**src/rtl/theia_mem_read_arbiter_pkg.sv**
```systemverilog
// theia_mem_read_arbiter_pkg
//   Shared definitions for the main-memory read arbiter:
//   - FSM state encoding (IDLE / WAIT / RECOVER)
//   - requester index map (0 = control processor, 1..4 = VP0..VP3)
//   - default requester count and watchdog width
package theia_mem_read_arbiter_pkg;

  localparam int DEF_NUM_REQ = 5;

  // Requester slots on the shared read port.
  localparam int CP_IDX  = 0;
  localparam int VP0_IDX = 1;
  localparam int VP1_IDX = 2;
  localparam int VP2_IDX = 3;
  localparam int VP3_IDX = 4;

  // Watchdog counter width; TIMEOUT must fit in it (1..65535).
  localparam int WDOG_W = 16;

  typedef logic [1:0] arbState_t;

  localparam arbState_t ST_IDLE    = 2'd0;
  localparam arbState_t ST_WAIT    = 2'd1;
  localparam arbState_t ST_RECOVER = 2'd2;

endpackage

```
**src/rtl/theia_mem_read_arbiter_if.sv**
```systemverilog
// theia_mem_read_arbiter_if
//   Bundles the requester side and the external memory side of the read
//   arbiter.
//   Requester side : iReq, iReadAddress (in), oGrant, oReadData,
//                    oDataValid, oTimeout (out)
//   Memory side    : oMEM_ReadRequest, oMemReadAddress (out),
//                    iMemReadData, iMemDataAvailable (in)
//   Modport master = the arbiter; modport slave = requesters + memory.
interface theia_mem_read_arbiter_if
  import theia_mem_read_arbiter_pkg::*;
#(
  parameter int NUM_REQ = DEF_NUM_REQ,
  parameter int ADDR_W  = 32,
  parameter int DATA_W  = 32
);

  logic [NUM_REQ-1:0]        iReq;
  logic [NUM_REQ*ADDR_W-1:0] iReadAddress;
  logic [NUM_REQ-1:0]        oGrant;
  logic [DATA_W-1:0]         oReadData;
  logic [NUM_REQ-1:0]        oDataValid;
  logic                      oTimeout;
  logic                      oMEM_ReadRequest;
  logic [ADDR_W-1:0]         oMemReadAddress;
  logic [DATA_W-1:0]         iMemReadData;
  logic                      iMemDataAvailable;

  modport master (
    input  iReq, iReadAddress, iMemReadData, iMemDataAvailable,
    output oGrant, oReadData, oDataValid, oTimeout,
           oMEM_ReadRequest, oMemReadAddress
  );

  modport slave (
    output iReq, iReadAddress, iMemReadData, iMemDataAvailable,
    input  oGrant, oReadData, oDataValid, oTimeout,
           oMEM_ReadRequest, oMemReadAddress
  );

endinterface

```
**src/rtl/theia_rr_pick.sv**
```systemverilog
// theia_rr_pick
//   Combinational round-robin picker with optional absolute priority for
//   the control processor slot.
//   req     : request vector
//   ptr     : round-robin start index (always < NUM_REQ)
//   cp_prio : when set, a request on CP_IDX wins unconditionally
//   grant   : one-hot winner (all zero when nothing requests)
//   win     : binary index of the winner (0 when nothing requests)
module theia_rr_pick
  import theia_mem_read_arbiter_pkg::*;
#(
  parameter int NUM_REQ = DEF_NUM_REQ,
  parameter int PTR_W   = 3
) (
  input  logic [NUM_REQ-1:0] req,
  input  logic [PTR_W-1:0]   ptr,
  input  logic               cp_prio,
  output logic [NUM_REQ-1:0] grant,
  output logic [PTR_W-1:0]   win
);

  logic             found;
  logic [PTR_W:0]   sum;
  logic [PTR_W-1:0] cand;

  always_comb begin
    grant = '0;
    win   = '0;
    found = 1'b0;
    sum   = '0;
    cand  = '0;

    if (cp_prio && req[CP_IDX]) begin
      grant[CP_IDX] = 1'b1;
      win           = PTR_W'(CP_IDX);
      found         = 1'b1;
    end

    // Scan ptr, ptr+1, ... with wrap at NUM_REQ (not a power of two, so
    // the wrap is an explicit subtract rather than bit truncation).
    for (int k = 0; k < NUM_REQ; k++) begin
      sum = {1'b0, ptr} + (PTR_W + 1)'(k);
      if (sum >= (PTR_W + 1)'(NUM_REQ)) begin
        sum = sum - (PTR_W + 1)'(NUM_REQ);
      end
      cand = sum[PTR_W-1:0];
      if (!found && req[cand]) begin
        grant[cand] = 1'b1;
        win         = cand;
        found       = 1'b1;
      end
    end
  end

endmodule

```
**src/rtl/theia_mem_read_arbiter.sv**
```systemverilog
// theia_mem_read_arbiter
//   Shares the single external main-memory read port between the control
//   processor (requester 0) and the four vector processors (1..4).
//   One read at a time: IDLE grants a winner and issues the request, WAIT
//   holds it until data (or the watchdog) ends it, RECOVER waits out the
//   trailing data-available cycle before the port is offered again.
//   Ports:
//     Clock : system clock, rising edge
//     Reset : asynchronous, active-low
//     bus   : theia_mem_read_arbiter_if.master (requester + memory signals)
module theia_mem_read_arbiter
  import theia_mem_read_arbiter_pkg::*;
#(
  parameter int NUM_REQ     = DEF_NUM_REQ,
  parameter int ADDR_W      = 32,
  parameter int DATA_W      = 32,
  parameter int TIMEOUT     = 255,
  parameter int CP_PRIORITY = 1
) (
  input logic                      Clock,
  input logic                      Reset,
  theia_mem_read_arbiter_if.master bus
);

  localparam int PTR_W = (NUM_REQ > 1) ? $clog2(NUM_REQ) : 1;

  arbState_t           state;
  logic [PTR_W-1:0]    rrPtr;
  logic [WDOG_W-1:0]   watchdog;
  logic [NUM_REQ-1:0]  grantReg;
  logic [ADDR_W-1:0]   addrReg;
  logic                memReqReg;
  logic [DATA_W-1:0]   dataReg;
  logic [NUM_REQ-1:0]  validReg;
  logic                timeoutReg;

  logic [NUM_REQ-1:0]  pickGrant;
  logic [PTR_W-1:0]    pickIdx;
  logic [ADDR_W-1:0]   reqAddr [NUM_REQ];

  // Unpack the per-requester address slices.
  for (genvar gi = 0; gi < NUM_REQ; gi++) begin : gAddr
    assign reqAddr[gi] = bus.iReadAddress[gi*ADDR_W +: ADDR_W];
  end

  theia_rr_pick #(
    .NUM_REQ (NUM_REQ),
    .PTR_W   (PTR_W)
  ) uPick (
    .req     (bus.iReq),
    .ptr     (rrPtr),
    .cp_prio (CP_PRIORITY != 0),
    .grant   (pickGrant),
    .win     (pickIdx)
  );

  always_ff @(posedge Clock or negedge Reset) begin
    if (!Reset) begin
      state      <= ST_IDLE;
      rrPtr      <= '0;
      watchdog   <= '0;
      grantReg   <= '0;
      addrReg    <= '0;
      memReqReg  <= 1'b0;
      dataReg    <= '0;
      validReg   <= '0;
      timeoutReg <= 1'b0;
    end else begin
      // Completion strobes are single-cycle.
      validReg   <= '0;
      timeoutReg <= 1'b0;

      case (state)
        ST_IDLE: begin
          if (|bus.iReq) begin
            grantReg  <= pickGrant;
            addrReg   <= reqAddr[pickIdx];
            memReqReg <= 1'b1;
            rrPtr     <= (pickIdx == PTR_W'(NUM_REQ - 1)) ? '0 : pickIdx + 1'b1;
            state     <= ST_WAIT;
          end
        end

        ST_WAIT: begin
          watchdog <= watchdog + 1'b1;
          if (bus.iMemDataAvailable) begin
            dataReg   <= bus.iMemReadData;
            validReg  <= grantReg;
            memReqReg <= 1'b0;
            state     <= ST_RECOVER;
          end else if (watchdog == WDOG_W'(TIMEOUT - 1)) begin
            // The counter reaches TIMEOUT on this edge: the request has
            // been held for exactly TIMEOUT cycles without an answer.
            dataReg    <= '0;
            validReg   <= grantReg;
            timeoutReg <= 1'b1;
            memReqReg  <= 1'b0;
            state      <= ST_RECOVER;
          end
        end

        ST_RECOVER: begin
          // Memory keeps data-available up one cycle after the request
          // drops; wait it out so it cannot complete the next grant.
          if (!bus.iMemDataAvailable) begin
            grantReg <= '0;
            watchdog <= '0;
            state    <= ST_IDLE;
          end
        end

        default: begin
          grantReg  <= '0;
          memReqReg <= 1'b0;
          watchdog  <= '0;
          state     <= ST_IDLE;
        end
      endcase
    end
  end

  assign bus.oGrant           = grantReg;
  assign bus.oReadData        = dataReg;
  assign bus.oDataValid       = validReg;
  assign bus.oTimeout         = timeoutReg;
  assign bus.oMEM_ReadRequest = memReqReg;
  assign bus.oMemReadAddress  = addrReg;

endmodule

```
**src/flat_wrapper.sv**
```systemverilog
// flat-port wrapper written by rule: the top's interface ports become plain ports
module theia_mem_read_arbiter_flat import theia_mem_read_arbiter_pkg::*;
#(
  parameter int NUM_REQ     = DEF_NUM_REQ,
  parameter int ADDR_W      = 32,
  parameter int DATA_W      = 32,
  parameter int TIMEOUT     = 255,
  parameter int CP_PRIORITY = 1
)
  (Clock, Reset, bus_iReq, bus_iReadAddress, bus_iMemReadData, bus_iMemDataAvailable, bus_oGrant, bus_oReadData, bus_oDataValid, bus_oTimeout, bus_oMEM_ReadRequest, bus_oMemReadAddress);
  theia_mem_read_arbiter_if #(.NUM_REQ(NUM_REQ), .ADDR_W(ADDR_W), .DATA_W(DATA_W)) bus_i ();
  input logic Clock;
  input logic Reset;
  input wire logic [$bits(bus_i.iReq)-1:0] bus_iReq;
  input wire logic [$bits(bus_i.iReadAddress)-1:0] bus_iReadAddress;
  input wire logic [$bits(bus_i.iMemReadData)-1:0] bus_iMemReadData;
  input wire logic [$bits(bus_i.iMemDataAvailable)-1:0] bus_iMemDataAvailable;
  output wire logic [$bits(bus_i.oGrant)-1:0] bus_oGrant;
  output wire logic [$bits(bus_i.oReadData)-1:0] bus_oReadData;
  output wire logic [$bits(bus_i.oDataValid)-1:0] bus_oDataValid;
  output wire logic [$bits(bus_i.oTimeout)-1:0] bus_oTimeout;
  output wire logic [$bits(bus_i.oMEM_ReadRequest)-1:0] bus_oMEM_ReadRequest;
  output wire logic [$bits(bus_i.oMemReadAddress)-1:0] bus_oMemReadAddress;
  assign bus_i.iReq = bus_iReq;
  assign bus_i.iReadAddress = bus_iReadAddress;
  assign bus_i.iMemReadData = bus_iMemReadData;
  assign bus_i.iMemDataAvailable = bus_iMemDataAvailable;
  assign bus_oGrant = bus_i.oGrant;
  assign bus_oReadData = bus_i.oReadData;
  assign bus_oDataValid = bus_i.oDataValid;
  assign bus_oTimeout = bus_i.oTimeout;
  assign bus_oMEM_ReadRequest = bus_i.oMEM_ReadRequest;
  assign bus_oMemReadAddress = bus_i.oMemReadAddress;
  theia_mem_read_arbiter #(.NUM_REQ(NUM_REQ), .ADDR_W(ADDR_W), .DATA_W(DATA_W), .TIMEOUT(TIMEOUT), .CP_PRIORITY(CP_PRIORITY)) u_core (.Clock(Clock), .Reset(Reset), .bus(bus_i));
endmodule
```
**config.mk**
```make
export PLATFORM = sky130hd
export DESIGN_NAME = theia_mem_read_arbiter_flat
export DESIGN_NICKNAME = d
export VERILOG_FILES = /design/src/rtl/theia_mem_read_arbiter_pkg.sv /design/src/rtl/theia_mem_read_arbiter_if.sv /design/src/rtl/theia_rr_pick.sv /design/src/rtl/theia_mem_read_arbiter.sv /design/src/flat_wrapper.sv
export SDC_FILE = /design/constraint.sdc
export NUM_CORES = 1
export LEC_CHECK = 0
export ABC_AREA = 1
export ABC_CLOCK_PERIOD_IN_PS = 5300
export CORE_MARGIN = 2
export CORE_UTILIZATION = 38
export DETAILED_ROUTE_END_ITERATION = 6
export PLACE_DENSITY_LB_ADDON = 0.05
export SYNTH_ARGS = -nofsm -noshare
export SYNTH_HDL_FRONTEND = slang
export SYNTH_SLANG_ARGS = --single-unit
```
**constraint.sdc**
```tcl
create_clock -name Clock -period 5.3 [get_ports Clock]
set_input_delay 0.53 -clock Clock [delete_from_list [all_inputs] [get_ports Clock]]
set_output_delay 0.53 -clock Clock [all_outputs]
set_load 0.005 [all_outputs]
```
==> flow_summary.json, run 1 <==
{
  "layout_min_cycle_time_ns": 4.20,
  "die_w_um": 140,
  "grt_pass1_wl_um": 37600,
  "cts_buffers": 9,
  "power_uw": 7470,
  "fin_area_sq_um": 10100,
  "coreArea_sq_um": 18000,
  "cp-start-kind": "flop",
  "cts_buffer_depth": 2,
  "synth_seq_cells": 97,
  "initial_core_util_pct": 38.8,
  "min_period_over_period_pct": 79.3,
  "synth.cell_area_sq_um": 7000,
  "yosys_warnings": 0,
  "ys_types": 43,
  "drtIter0Drc": 443,
  "grt_usage_pct": 24.0,
  "cts_hold_buf": 0,
  "synth_edf_count": 0,
  "gp_congestion": 0.899,
  "grt_antenna_before_repair": 0,
  "synthCells": 1058,
  "fill_cells": 1772,
  "cts-resized-gates": 0,
  "clk_pin_slew_worst_paths_ns": 0.07,
  "ios": 276,
  "wl_per_cell_um": 15.3,
  "synth.avg_cell_area_sq_um": 6.62,
  "regToRegSetupSlack_ns": 1.10,
  "area_growth_pct": 44.9,
  "cts_tree": "done",
  "tightest_slew_ns": 0.786,
  "rows": 49,
  "required_ns": 5.54,
  "r2r-end": "u_core.bus.oMemReadAddress[30]",
  "critical_path.max_fanout": 47,
  "viasPerCell": 4.87,
  "layout-drive-gt1-share_pct": 7.26,
  "drtAntennaViolNets": 0,
  "wl_um": 23600,
  "die_area_sq_um": 19500,
  "gr-total-overflow": 0,
  "synth_ff_type": "dfrtp_1",
  "cts_setup_buffers": 0,
  "dpl_cell_area_sq_um": 9820,
  "r2r_start": "u_core.rrPtr[0]",
  "portBuffers": 275,
  "drt-pass1-iter-count": 7,
  "hpwl_um": 18000,
  "async_reset_ff_share_pct": 100,
  "htreeDepth": 3,
  "grt_max_degree": 67,
  "drc_errors": 0,
  "skew_ns": 0.00812,
  "ir_worst_vdd_uv": 683,
  "num_vias": 7487,
  "finalHoldViolCount": 0,
  "clock-sinks": 97,
  "hp-class": "in2async",
  "reg2reg_depth": 19,
  "max_cap_violations": 0,
  "insertion_delay_ns": 0.36,
  "fmaxAchievable_mhz": 238,
  "worstSetupPathType": "reg2reg",
  "worst_ep_arrival_time_ns": 4.45,
  "leakagePower_uw": 0.00513,
  "setup_viol": 0,
  "power_density_nw_per_um2": 737,
  "grt_pass1_vias": 7063,
  "finish.utilization_pct": 56.3,
  "yosysSeqAreaShare_pct": 34.7,
  "antenna_cells": 0,
  "fp.dieH_um": 140,
  "hold_slack_ns": 0.214,
  "finalSetupTns_ns": 0,
  "rsz0062_at_grt": "no",
  "cts-root-buf": "clkbuf_16",
  "relSlewSlack_pct": 47.5,
  "drv_slew": 0,
  "crit_path_end_kind": "flop",
  "syn-num-nets": 1271,
  "status": "finished, final reports clean",
  "finalNetCount": 1516
}
==> stage by stage <==
step,std cells,worst slack (ns)
floorplan,1058,1.90
global placement,1521,1.18
detailed placement,1521,1.11
CTS,1537,1.09
global route,1537,0.633
finish,1537,1.10
==> cell type report <==
cell class	instances	area, sq um	area share (%)
timing repair buffer	287	2840	28.0
tap	229	287	2.83
clock buffer	10	239	2.36
clock inverter	6	76.3	0.753
multi-input combinational	720	3560	35.1
inverter	188	707	6.97
sequential	97	2430	23.9
==> report_power, final <==
group	internal (uW)	total (uW)	leakage (uW)	switching [uW]
Clock	390	708	0.000156	318
Combinational	2030	5520	0.00377	3490
Sequential	1050	1250	0.00120	193
Total	3470	7470	0.00513	4000
==> flip-flops by register name, summed over array words and instances, names as in the netlist <==
| signal | flops |
|---|---|
| u_core.watchdog | 16 |
| u_core.bus.oMemReadAddress | 32 |
| u_core.bus.oReadData | 32 |
| u_core.rrPtr | 3 |
| u_core.bus.oDataValid | 5 |
| u_core.state | 2 |
| u_core.bus.oMEM_ReadRequest | 1 |
| u_core.bus.oGrant | 5 |
| u_core.bus.oTimeout | 1 |
==> worst max path at each step <==
stage,end,slack (ns),from,depth (start not counted)
floorplan,u_core.rrPtr[2],1.90,u_core.rrPtr[0],27
global placement,u_core.bus.oMemReadAddress[9],1.18,u_core.rrPtr[0],23
detailed placement,u_core.bus.oMemReadAddress[0],1.11,u_core.rrPtr[0],19
CTS,u_core.bus.oMemReadAddress[0],1.09,u_core.rrPtr[0],19
global route,u_core.bus.oMemReadAddress[28],0.63,u_core.rrPtr[0],25
finish,u_core.bus.oMemReadAddress[30],1.10,u_core.rrPtr[0],19
==> Yosys cell counts (all sizes together), types with 2 or more instances <==
library cell    n  area, sq um
nand2         275         1110
nand3         197         1020
inv           187          702
dfrtp          97         2430
a21oi          83          460
nor2           80          328
buf            31          221
clkbuf         22         82.6
o21ai          21          113
nor3           14         70.1
ha             12          150
nand4          12         81.3
o22ai           6         37.5
a211oi          2         15.0
nor4            2         12.5
o211ai          2         20.0
o311ai          2         17.5
xnor2           2         17.5
xor2            2         32.5
==> logic make-up (layout without fill, tap and decap cells) <==
kind of cell / count (synthesis) / after routing / share of synthesized area, %
flops: 97 / 97 / 34.7
compound gates: 120 / 120 / 9.90
buf+inv: 241 / 491 / 14.4
xor+xnor: 4 / 4 / 0.715
simple gates: 583 / 583 / 37.8
fa+ha+maj: 13 / 13 / 2.43
==> cell usage in the layout, fill, tap and decap left out, drive strengths merged, types with 2 or more instances in the layout <==
master           n
xor2             2
nor3            14
buf             13
o311ai           2
inv            192
a21oi           83
nor4             2
o21ai           21
nand3          197
nand2          275
xnor2            2
clkbuf          10
nor2            80
a211oi           2
clkdlybuf4s50  274
nand4           12
o211ai           2
o22ai            6
ha              12
dfrtp           97
==> critical path: stages, from the launching register on <==
cell and delay [ns]:
dfrtp_1 0.72, inv_1 0.29, ha_1 0.30, ha_1 0.38, inv_1 0.09, o21ai_0 0.46, nor2_1 0.16, o211ai_2 0.10
nand3_2 0.11, nor2_1 0.10, nand2_1 0.09, nor2_4 0.11, nand2_2 0.08, nand2_4 0.44, buf_4 0.29, nand2_1 0.07
nand3_1 0.07, nand2_1 0.07, nand2_1 0.05, a21oi_1 0.07
==> per-layer routing <==
layer  global-route usage (%)  vias to the layer above  wire, um
li1                         -                     3844         -
met1                     32.3                     3343     10200
met2                     38.4                      259     11100
met3                     4.85                       41      1450
met5                        0                        -         0
met4                     8.74                        0       779
Power figures use the tool's default switching activity.
==> run 2, diff against run 1 <==
--- a/config.mk
+++ b/config.mk
@@ -6,7 +6,7 @@
 export NUM_CORES = 1
 export LEC_CHECK = 0
 export ABC_AREA = 1
-export ABC_CLOCK_PERIOD_IN_PS = 5300
+export ABC_CLOCK_PERIOD_IN_PS = 3670
 export CORE_MARGIN = 2
 export CORE_UTILIZATION = 38
 export DETAILED_ROUTE_END_ITERATION = 6
==> constraint.sdc (replaced) <==
create_clock -name Clock -period 3.67 [get_ports Clock]
set_input_delay 0.367 -clock Clock [delete_from_list [all_inputs] [get_ports Clock]]
set_output_delay 0.367 -clock Clock [all_outputs]
set_load 0.005 [all_outputs]
==> run 2 against run 1 <==
  * First-iteration DRC count up 14%
  * Clock power up 44%
  * Total power up 56%
  * Via count up 0.51%
  * Critical path depth up 4
  * Clock skew up 0.0010 ns
  * Fmax up 24%
  * Wire length up 2.4%
  * Non-clock buffer count up 9
  * Register-to-register slack worse by 0.81 ns
==> flow_summary.json, run 2 (synthesized netlist as in run 1, its figures left out) <==
{
  "insertion_delay_ns": 0.36,
  "reg2reg_depth": 23,
  "finalSetupTns_ns": 0,
  "multi_input_area_sq_um": 3600,
  "cts_setup_buffers": 0,
  "grt_max_degree": 65,
  "cts_buffers": 9,
  "worstSetupPathType": "reg2reg",
  "gp_congestion": 0.901,
  "wl_um": 24200,
  "fill_cells": 1808,
  "initial_core_util_pct": 38.8,
  "drt-pass1-iter-count": 5,
  "viasPerCell": 4.86,
  "die_area_sq_um": 19500,
  "fin_area_sq_um": 10400,
  "final_common_cell": "clkdlybuf4s50_1",
  "seq_area_sq_um": 2430,
  "hp-class": "in2async",
  "cts-root-buf": "clkbuf_16",
  "skew_ns": 0.00912,
  "power_density_nw_per_um2": 1120,
  "grt_antenna_before_repair": 1,
  "ios": 276,
  "leakagePower_uw": 0.00522,
  "drtIter0Drc": 505,
  "most-common-layout-cells": "clkdlybuf4s50_1 (274), nand2_1 (253), nand3_1 (191)",
  "drv_slew": 0,
  "cts_buffer_depth": 2,
  "grt_pass1_vias": 7034,
  "relSlewSlack_pct": 51.5,
  "finalHoldViolCount": 0,
  "gr-total-overflow": 0,
  "htreeDepth": 3,
  "fmaxAchievable_mhz": 295,
  "fp.dieH_um": 140,
  "coreArea_sq_um": 18000,
  "area_growth_pct": 48.3,
  "finalNetCount": 1525,
  "max_cap_violations": 0,
  "rsz0062_at_grt": "no",
  "required_ns": 3.91,
  "crit_path_end_kind": "flop",
  "min_period_over_period_pct": 92.3,
  "portBuffers": 275,
  "layout_min_cycle_time_ns": 3.39,
  "cts_tree": "done",
  "rows": 49,
  "ir_worst_vdd_uv": 1030,
  "die_w_um": 140,
  "layout-drive-gt1-share_pct": 8.50,
  "tightest_slew_ns": 0.727,
  "drc_errors": 0,
  "worst_ep_arrival_time_ns": 3.63,
  "clock-sinks": 97,
  "dpl_cell_area_sq_um": 9950,
  "grt_usage_pct": 24.3,
  "status": "finished, final reports clean",
  "drtAntennaViolNets": 0,
  "setup_viol": 0,
  "hpwl_um": 17900,
  "clk_pin_slew_worst_paths_ns": 0.07,
  "critical_path.max_fanout": 64,
  "cp-start-kind": "flop",
  "grt_pass1_wl_um": 38100,
  "num_vias": 7525,
  "wl_per_cell_um": 15.6
}
-- run 2: changes by cell type in the layout (fill, tap and decap cells not counted), moves of 2 or more --
cell,previous run,this run
nor2_1,74,70
buf_16,0,2
nor2_2,3,6
buf_12,0,4
inv_6,4,2
clkbuf_16,9,11
-- run 2: path summary, 6_finish.rpt --
path / slack (ns) / end / startpoint
min in group Clock: 0.47 / u_core.bus.oReadData[15] / u_core.bus.oReadData[15]
setup reg to reg: 0.28 / u_core.bus.oMemReadAddress[17] / u_core.rrPtr[0]
setup / recovery: 0.28 / u_core.bus.oMemReadAddress[17] / u_core.rrPtr[0]
hold reg to reg: 0.47 / u_core.bus.oReadData[15] / u_core.bus.oReadData[15]
max in group asynchronous: 2.79 / u_core.bus.oMemReadAddress[3] / Reset
hold / removal: 0.06 / u_core.rrPtr[2] / Reset
-- run 2: layout make-up --
cell class | instances | area share, %
timing repair buffer | 296 | 29.3
sequential | 97 | 23.4
tap | 229 | 2.76
multi-input combinational | 720 | 34.6
inverter | 188 | 6.84
clock inverter | 7 | 0.904
antenna | 1 | 0.0241
clock buffer | 9 | 2.17
-- run 2: where the power goes --
group / switching [uW] / internal [uW] / leakage (uW) / total [uW]
Combinational: 5360 / 3510 / 0.00387 / 8880
Sequential: 258 / 1520 / 0.00120 / 1780
Clock: 470 / 549 / 0.000153 / 1020
-- run 2: timing repair --
| item | CTS | global route |
|---|---|---|
| hold buffers | 0 | 0 |
| gates resized for setup | 0 | 15 |
| endpoints found under the setup margin | 0 | 34 |
-- run 2: worst max-delay path, cell delays in order (launching register included) --
cell,delay [ns]
dfrtp_1,0.39
inv_2,0.14
ha_1,0.19
inv_1,0.05
fa_1,0.40
nor2_2,0.17
nor2_2,0.09
nand2_1,0.06
o21ai_1,0.08
nor2_1,0.15
o21ai_0,0.13
a21oi_2,0.18
nor2_4,0.06
nand2_4,0.11
inv_2,0.05
nand2_2,0.08
nand2_2,0.07
nand2_4,0.09
buf_16,0.25
nand3_1,0.20
nand3_1,0.14
nand2_1,0.06
nand2_1,0.05
a21oi_1,0.06
-- run 2: metal layers --
metal / routed length [um] / GRT usage (%) / vias to the layer above
met5: 0 / 0 / -
met4: 713 / 8.37 / 0
met3: 1530 / 5.64 / 34
met2: 11300 / 38.3 / 229
met1: 10600 / 32.8 / 3409
li1: - / - / 3853
-- run 2: through the flow --
step	hold WS, ns	setup WS, ns	util (%)	std cells	power, uW
after detailed placement	0.457	0.191	55.2	1528	10200
after global routing	0.127	0.0160	57.6	1547	12900
after CTS	0.0893	0.165	57.0	1544	11300
final	0.0565	0.284	57.6	1547	11700
after floorplan	0.0714	0.272	-	1058	7680
after global placement	0.452	0.231	55.2	1528	10100
